`src/rtl/decode_stage_if.sv`:
```
// Handshake and decoded-field bundle between fetch, the decode stage and execute.
// The stage itself uses the slave modport.
interface decode_stage_if;
   logic        inValid;
   logic        inReady;
   logic [31:0] inIns;
   logic [31:0] inPc;
   logic        flush;
   logic        exLoad;
   logic [4:0]  exRt;
   logic        outValid;
   logic        outReady;
   logic [31:0] outIns;
   logic [31:0] outPc;
   logic        outWriteReg;
   logic [4:0]  outDest;
   logic        outReadMem;
   logic        outWriteMem;
   logic        outJmp;
   logic        outBranch;
   logic        outMdOp;
   logic        mdBusy;

   modport master (
      output inValid, inIns, inPc, flush, exLoad, exRt, outReady,
      input  inReady, outValid, outIns, outPc, outWriteReg, outDest,
             outReadMem, outWriteMem, outJmp, outBranch, outMdOp, mdBusy
   );

   modport slave (
      input  inValid, inIns, inPc, flush, exLoad, exRt, outReady,
      output inReady, outValid, outIns, outPc, outWriteReg, outDest,
             outReadMem, outWriteMem, outJmp, outBranch, outMdOp, mdBusy
   );
endinterface

```
`src/rtl/decode_stage.sv`:
```
// Registered MIPS decode stage: single-entry holding register with valid/ready,
// load-use and HI/LO-busy bubbles, and a down-counter tracking MULT/DIV latency.
module decode_stage #(
   parameter int MUL_CYCLES = 4,
   parameter int DIV_CYCLES = 32,
   parameter bit HAZARD_EN  = 1'b1
) (
   input logic          clk,
   input logic          rst_n,
   decode_stage_if.slave bus
);
   localparam int MD_MAX = (MUL_CYCLES > DIV_CYCLES) ? MUL_CYCLES : DIV_CYCLES;
   localparam int CW     = $clog2(MD_MAX + 1);

   typedef struct packed {
      logic       write_reg;
      logic [4:0] dest;
      logic       read_mem;
      logic       write_mem;
      logic       jmp;
      logic       branch;
      logic       md_op;
   } fields_t;

   function automatic fields_t decode(input logic [31:0] ins);
      fields_t    f;
      logic [5:0] op;
      logic [5:0] func;
      logic       r_type;
      op          = ins[31:26];
      func        = ins[5:0];
      r_type      = (op == 6'd0);
      f.md_op     = r_type && (func inside {[6'h18:6'h1B]});
      f.jmp       = (op == 6'd2) || (op == 6'd3) || (r_type && (func == 6'h08 || func == 6'h09));
      f.branch    = op inside {6'd1, 6'd4, 6'd5, 6'd6, 6'd7};
      f.read_mem  = op inside {[6'h20:6'h26]};
      f.write_mem = op inside {6'h28, 6'h29, 6'h2A, 6'h2B, 6'h2E};
      f.dest      = r_type ? ins[15:11] : ((op == 6'd3) ? 5'd31 : ins[20:16]);
      // R-type writes rd except jumps-without-link, traps, HI/LO writes and MD ops
      f.write_reg = r_type ? !(func inside {6'h08, 6'h0C, 6'h0D, 6'h11, 6'h13, [6'h18:6'h1B]})
                           : ((op == 6'd3) || f.read_mem || (op inside {[6'h08:6'h0F]}));
      return f;
   endfunction

   logic          full_q, full_d;
   logic [31:0]   ins_q, ins_d;
   logic [31:0]   pc_q, pc_d;
   fields_t       fld_q, fld_d;
   logic [CW-1:0] md_cnt_q, md_cnt_d;

   logic [5:0] op_h, func_h;
   logic [4:0] rs_h, rt_h;
   logic       rs_used, rt_used, load_use, hilo_wait, stall;
   logic       md_busy, out_valid, fire_out, in_ready, capture;

   always_comb begin
      op_h      = ins_q[31:26];
      func_h    = ins_q[5:0];
      rs_h      = ins_q[25:21];
      rt_h      = ins_q[20:16];
      rs_used   = !((op_h == 6'd2) || (op_h == 6'd3) || (op_h == 6'h0F) ||
                    ((op_h == 6'd0) && (func_h inside {6'h00, 6'h02, 6'h03})));
      rt_used   = (op_h == 6'd0) || (op_h == 6'd4) || (op_h == 6'd5) || fld_q.write_mem;
      // exRt != 0 already excludes a match on register 0
      load_use  = HAZARD_EN && bus.exLoad && (bus.exRt != 5'd0) &&
                  ((rs_used && (rs_h == bus.exRt)) || (rt_used && (rt_h == bus.exRt)));
      md_busy   = (md_cnt_q != '0);
      hilo_wait = md_busy && (op_h == 6'd0) &&
                  ((func_h == 6'h10) || (func_h == 6'h12) || (func_h inside {[6'h18:6'h1B]}));
      stall     = full_q && (load_use || hilo_wait);
      out_valid = full_q && !stall;
      fire_out  = out_valid && bus.outReady;
      in_ready  = rst_n && !bus.flush && (!full_q || fire_out);
      capture   = bus.inValid && in_ready;
   end

   always_comb begin
      full_d = full_q;
      ins_d  = ins_q;
      pc_d   = pc_q;
      fld_d  = fld_q;
      if (bus.flush || (fire_out && !capture)) begin
         full_d = 1'b0;
         ins_d  = '0;
         pc_d   = '0;
         fld_d  = '0;
      end else if (capture) begin
         full_d = 1'b1;
         ins_d  = bus.inIns;
         pc_d   = bus.inPc;
         fld_d  = decode(bus.inIns);
      end
   end

   // flush deliberately leaves the counter alone: the multiplier is already running
   always_comb begin
      md_cnt_d = md_cnt_q;
      if (fire_out && fld_q.md_op)
         md_cnt_d = func_h[1] ? CW'(DIV_CYCLES) : CW'(MUL_CYCLES);
      else if (md_busy)
         md_cnt_d = md_cnt_q - 1'b1;
   end

   always_ff @(posedge clk or negedge rst_n) begin
      if (!rst_n) begin
         full_q   <= 1'b0;
         ins_q    <= '0;
         pc_q     <= '0;
         fld_q    <= '0;
         md_cnt_q <= '0;
      end else begin
         full_q   <= full_d;
         ins_q    <= ins_d;
         pc_q     <= pc_d;
         fld_q    <= fld_d;
         md_cnt_q <= md_cnt_d;
      end
   end

   assign bus.inReady     = in_ready;
   assign bus.outValid    = out_valid;
   assign bus.outIns      = ins_q;
   assign bus.outPc       = pc_q;
   assign bus.outWriteReg = fld_q.write_reg;
   assign bus.outDest     = fld_q.dest;
   assign bus.outReadMem  = fld_q.read_mem;
   assign bus.outWriteMem = fld_q.write_mem;
   assign bus.outJmp      = fld_q.jmp;
   assign bus.outBranch   = fld_q.branch;
   assign bus.outMdOp     = fld_q.md_op;
   assign bus.mdBusy      = md_busy;
endmodule
```
`src/flat_wrapper.sv`:
```
// flat-port wrapper written by rule: the top's interface ports become plain ports
module decode_stage_flat 
#(
   parameter int MUL_CYCLES = 4,
   parameter int DIV_CYCLES = 32,
   parameter bit HAZARD_EN  = 1'b1
)
  (clk, rst_n, bus_inValid, bus_inIns, bus_inPc, bus_flush, bus_exLoad, bus_exRt, bus_outReady, bus_inReady, bus_outValid, bus_outIns, bus_outPc, bus_outWriteReg, bus_outDest, bus_outReadMem, bus_outWriteMem, bus_outJmp, bus_outBranch, bus_outMdOp, bus_mdBusy);
  decode_stage_if bus_i ();
  input logic clk;
  input logic rst_n;
  input wire logic [$bits(bus_i.inValid)-1:0] bus_inValid;
  input wire logic [$bits(bus_i.inIns)-1:0] bus_inIns;
  input wire logic [$bits(bus_i.inPc)-1:0] bus_inPc;
  input wire logic [$bits(bus_i.flush)-1:0] bus_flush;
  input wire logic [$bits(bus_i.exLoad)-1:0] bus_exLoad;
  input wire logic [$bits(bus_i.exRt)-1:0] bus_exRt;
  input wire logic [$bits(bus_i.outReady)-1:0] bus_outReady;
  output wire logic [$bits(bus_i.inReady)-1:0] bus_inReady;
  output wire logic [$bits(bus_i.outValid)-1:0] bus_outValid;
  output wire logic [$bits(bus_i.outIns)-1:0] bus_outIns;
  output wire logic [$bits(bus_i.outPc)-1:0] bus_outPc;
  output wire logic [$bits(bus_i.outWriteReg)-1:0] bus_outWriteReg;
  output wire logic [$bits(bus_i.outDest)-1:0] bus_outDest;
  output wire logic [$bits(bus_i.outReadMem)-1:0] bus_outReadMem;
  output wire logic [$bits(bus_i.outWriteMem)-1:0] bus_outWriteMem;
  output wire logic [$bits(bus_i.outJmp)-1:0] bus_outJmp;
  output wire logic [$bits(bus_i.outBranch)-1:0] bus_outBranch;
  output wire logic [$bits(bus_i.outMdOp)-1:0] bus_outMdOp;
  output wire logic [$bits(bus_i.mdBusy)-1:0] bus_mdBusy;
  assign bus_i.inValid = bus_inValid;
  assign bus_i.inIns = bus_inIns;
  assign bus_i.inPc = bus_inPc;
  assign bus_i.flush = bus_flush;
  assign bus_i.exLoad = bus_exLoad;
  assign bus_i.exRt = bus_exRt;
  assign bus_i.outReady = bus_outReady;
  assign bus_inReady = bus_i.inReady;
  assign bus_outValid = bus_i.outValid;
  assign bus_outIns = bus_i.outIns;
  assign bus_outPc = bus_i.outPc;
  assign bus_outWriteReg = bus_i.outWriteReg;
  assign bus_outDest = bus_i.outDest;
  assign bus_outReadMem = bus_i.outReadMem;
  assign bus_outWriteMem = bus_i.outWriteMem;
  assign bus_outJmp = bus_i.outJmp;
  assign bus_outBranch = bus_i.outBranch;
  assign bus_outMdOp = bus_i.outMdOp;
  assign bus_mdBusy = bus_i.mdBusy;
  decode_stage #(.MUL_CYCLES(MUL_CYCLES), .DIV_CYCLES(DIV_CYCLES), .HAZARD_EN(HAZARD_EN)) u_core (.clk(clk), .rst_n(rst_n), .bus(bus_i));
endmodule
```
`config.mk`:
```
export PLATFORM = sky130hd
export DESIGN_NAME = decode_stage_flat
export DESIGN_NICKNAME = d
export VERILOG_FILES = /design/src/rtl/decode_stage_if.sv /design/src/rtl/decode_stage.sv /design/src/flat_wrapper.sv
export SDC_FILE = /design/constraint.sdc
export NUM_CORES = 1
export LEC_CHECK = 0
export BUFFER_PORTS_ARGS = -buffer_cell sky130_fd_sc_hd__buf_2
export CORE_MARGIN = 3
export CORE_UTILIZATION = 51
export DETAILED_ROUTE_END_ITERATION = 12
export PLACE_DENSITY = 0.9
export SKIP_LAST_GASP = 1
export SLEW_MARGIN = 20
export SYNTH_ARGS = -nofsm -noshare
export SYNTH_HDL_FRONTEND = slang
export SYNTH_SLANG_ARGS = --single-unit
```
`constraint.sdc`:
```
create_clock -name clk -period 3.6 [get_ports clk]
set_input_delay 0.18 -clock clk [delete_from_list [all_inputs] [get_ports clk]]
set_output_delay 0.18 -clock clk [all_outputs]
set_load 0.005 [all_outputs]
```
==> results.txt <==
The cell area after placement came out at 4420 um^2. In this design, the stage delay of the slowest critical-path cell is 0.58 ns. The net count after synthesis is between 300 and 400. The worst setup path is launched from a register.

In this run the most critical hold path is launched from bus_inPc[4]. The maximum vdd drop is 256 uV. The total wire length after detailed routing came out at 9660 um.

The synthesized design spends more area on one cell type than any other, namely dfrtp_1. Together, buffers and inverters on the worst path number 1. The worst-case clock buffer depth came out at 2. The worst setup path is captured at a register. For this run, the register share of the synthesized area comes to 56.8%. The number of warnings issued by yosys is 0.

The number of I/O port buffers is 152. The die height is between 90 and 100 um. The die covers ~8000 um^2. The HPWL after detailed placement is 7030 um. The worst hold path was traced through 2 stages. The via count of the first global-routing pass is 3091. At the pin with the least slew margin, the transition time is between 0.4 and 0.5 ns. The residual DRC count is 0. Compared with the post-synthesis result, the final layout area differs by 29.5%. The critical-path maximum fanout came out at 42. The TritonCTS buffer count is 9. Ranked by total cell area, the synthesized netlist is headed by dfrtp_1 57%, a22o_1 17%, a21oi_1 1.7%. The floorplan step defined a core boundary enclosing just under 7000 um^2. The most used flip-flop cell after synthesis is dfrtp_1. The global placer's final weighted congestion came out at 0.853. The post-placement setup slack is ~0.87 ns. The first global-routing pass estimated 15400 um of wire.

For this design, the sink count on the clock tree is 82. For this design the top-level I/O count stands at 153. In the final design database the tool counted 525 nets. The final instance area is 4670 um^2. The worst register-to-register path begins at u_core.bus.outIns[27]. The residual antenna-violating net count after detailed routing is 0. The max-slew violation count came to 0. Setup violations remaining at the end of the flow were counted as 0. The worst reg-to-reg setup slack is 0.84 ns.

Entering global routing, the biggest net connects 83 pins. Of the cells placed in the final design, the portion with a size suffix greater than 1 is 39.6%. The flow ran to the end, and the final reports show no timing, DRC or antenna violations. Once the floorplan was initialized, standard cells occupied 52.9% of the core. For this run the aggregate overflow at the end of global routing stands at 0. For the final routed database, the setup TNS stands at 0 ns. The register bit total from synthesis came out at 82. The routed length per instance is between 15 and 20 um. The slowest cell on the critical path is or4_1. The worst endpoint data arrival time came out at around 3.0 ns. Synthesis produced a netlist whose cell count is 300. The per-cell via count in the routed design came out at roughly 5.6.

The number of H-tree levels is 3. The cell count of the worst reg-to-reg path came out at 7. Broken down by cell family, the worst path's largest delay share belongs to simple AND/OR/NAND/NOR gates. The signal on the critical path passes through nor4_2, a21oi_1, or4_1, o211a_2, a211oi_4, buf_4, a22o_1.

The final worst clock skew is 0.0129 ns. The post-CTS setup repair buffer count is 0. The final core utilization came out at between 60% and 70%. The leakage dissipation came out at around 2.5 nW. The areal power density over the cells is 485 nW/um^2. The width of the die is 90.1 um. Setup slack closes at 0.836 ns. The critical path is of the reg -> reg type. The share of synthesized area in the top cell type comes to 56.8%. Across the run, the number of max-cap violations was 0. The number of antenna diodes in the final layout is 0. The period utilization came out at 76.8%.

After synthesis, the netlist uses 48 different library cells. The destination of the worst hold path is u_core.bus.outPc[4]. The depth of the critical timing path with buffers and inverters included came out at 7. The maximum achievable frequency came out at 0.362 GHz. In this run the tightest slew margin relative to its limit is 71.3%. Yosys mapped a number of flops with a built-in enable equal to 0. The initial detailed-routing violation count came out at 199. The clock slew seen by the registers of the worst setup and hold paths came out at 0.09 ns. The cell row count is 30. Setup repair after global routing left no endpoint under its margin. The worst path in the final design needs a cycle of 2.76 ns, including I/O delays and setup. The post-synthesis async set-or-reset flop share came out at 100%. The mean instance size in the synthesized netlist came out at 12.0 um^2. Data on the critical path is required at its endpoint by 3.88 ns. The fill cell total of the finished layout is 543. The path class of the tightest hold or removal check is in -> reg.

Clock latency on the worst-skew pair, taken at its later pin, is about 0.34 ns. TritonCTS built the clock tree. The worst register-to-register path ends at u_core.bus.outIns[31].

Global routing used a little under a quarter of the available tracks across all layers. In this run the clock root is driven by a clkbuf_8. In this run the cell area of the synthesized design comes to 3610 um^2. The initial antenna violation count is 0.

The number of hold violations in the final report is 0. The first-pass detailed-route iteration total came out at 4. The via count is 3069.
-- per-layer routing --
layer / up-vias / track usage [%] / share of wire [%]
met3: 6 / 3.85 / 4.9
met2: 112 / 40.1 / 54
met1: 1520 / 30.5 / 40
met4: 0 / 8.80 / 0.94
li1: 1431 / - / -
met5: - / 0 / 0
-- what timing repair did --
item / 4_1_cts / 5_1_grt
gates resized for setup: 0 / 0
endpoints found under the hold margin: 0 / 22
hold buffers: 0 / 1
-- placed cells by master, fill, tap and decap left out, drive strengths merged, types with 4 or more instances in the layout --
master / n
inv: 14
a21oi: 12
nor3: 12
nand2: 7
a22o: 72
nand2b: 4
xnor2: 6
dfrtp: 82
xor2: 6
buf: 157
clkbuf: 10
o22a: 5
nor2: 16
or3: 4
-- state kept, by name (all words and copies together), names as in the netlist --
register and count:
u_core.bus.outBranch 1, u_core.bus.outDest 5, u_core.bus.outIns 32, u_core.bus.outJmp 1
u_core.bus.outMdOp 1, u_core.bus.outPc 32, u_core.bus.outReadMem 1, u_core.bus.outWriteMem 1
u_core.bus.outWriteReg 1, u_core.full_q 1, u_core.md_cnt_q 6
-- worst reg2reg max path, cell delays in order (launching register included) --
cell	delay, ns
dfrtp_1	0.43
nor4_2	0.43
a21oi_1	0.16
or4_1	0.58
o211a_2	0.19
a211oi_4	0.24
buf_4	0.43
a22o_1	0.24
-- worst max path at each step --
stage / start / end / slack (ns)
after global placement: u_core.bus.outIns[27] / u_core.bus.outPc[5] / 0.92
after detailed placement: u_core.bus.outIns[27] / u_core.bus.outIns[31] / 0.87
final: u_core.bus.outIns[27] / u_core.bus.outIns[31] / 0.84
after CTS: u_core.bus.outIns[27] / u_core.bus.outIns[31] / 0.86
after global routing: u_core.bus.outIns[27] / u_core.bus.outIns[31] / 0.71
after floorplan: u_core.md_cnt_q[0] / u_core.bus.outIns[15] / 1.18
-- power by group --
part	internal [mW]	switching [mW]
combinational	0.216	0.232
clock	0.393	0.329
sequential	1.02	0.0785
total	1.63	0.639
-- synth_stat cells (2+ instances only) --
cell type,n
a22o_1,72
xnor2_1,6
nor3b_1,2
buf_6,5
xor2_1,6
a21oi_1,12
nor3_2,2
dfrtp_1,82
nor2_1,16
mux2i_1,2
buf_2,2
or4_1,3
nand2_1,7
and3_1,2
inv_1,13
o211ai_1,2
clkbuf_1,10
nand2b_1,4
nor4_1,2
o22a_1,5
a31oi_1,2
o21ai_0,2
nor3_1,10
a32o_1,2
buf_4,3
or3_1,4
-- through the flow --
stage               hold WS (ns)  std cells  power [mW]
floorplan                 -0.116        300        1.36
global placement           0.397        532        1.53
detailed placement         0.400        532        1.56
CTS                       0.0277        548        2.28
global route              0.0359        550        2.37
finish                    0.0446        550        2.27
-- cell families after synthesis --
kind of cell	count (synthesis)	synth area share [%]
AOI/OAI and AO/OA	107	24.3
xor gates and xnor gates	12	2.91
adders and majority gates	1	0.346
buffers and inverters	33	4.85
DFF	82	56.8
muxes	3	0.866
and+or+nand+nor	62	9.88
-- final cells by class --
| type | instances | area (um^2) | area share (%) |
|---|---|---|---|
| Multi-Input combinational cell | 185 | 1390 | 29.8 |
| Timing Repair Buffer | 158 | 843 | 18.0 |
| Clock inverter | 6 | 90.1 | 1.93 |
| Inverter | 13 | 48.8 | 1.04 |
| Clock buffer | 10 | 128 | 2.73 |
| Tap cell | 96 | 120 | 2.57 |
| Sequential cell | 82 | 2050 | 43.9 |
No activity file was read; power rests on OpenSTA's default activity.
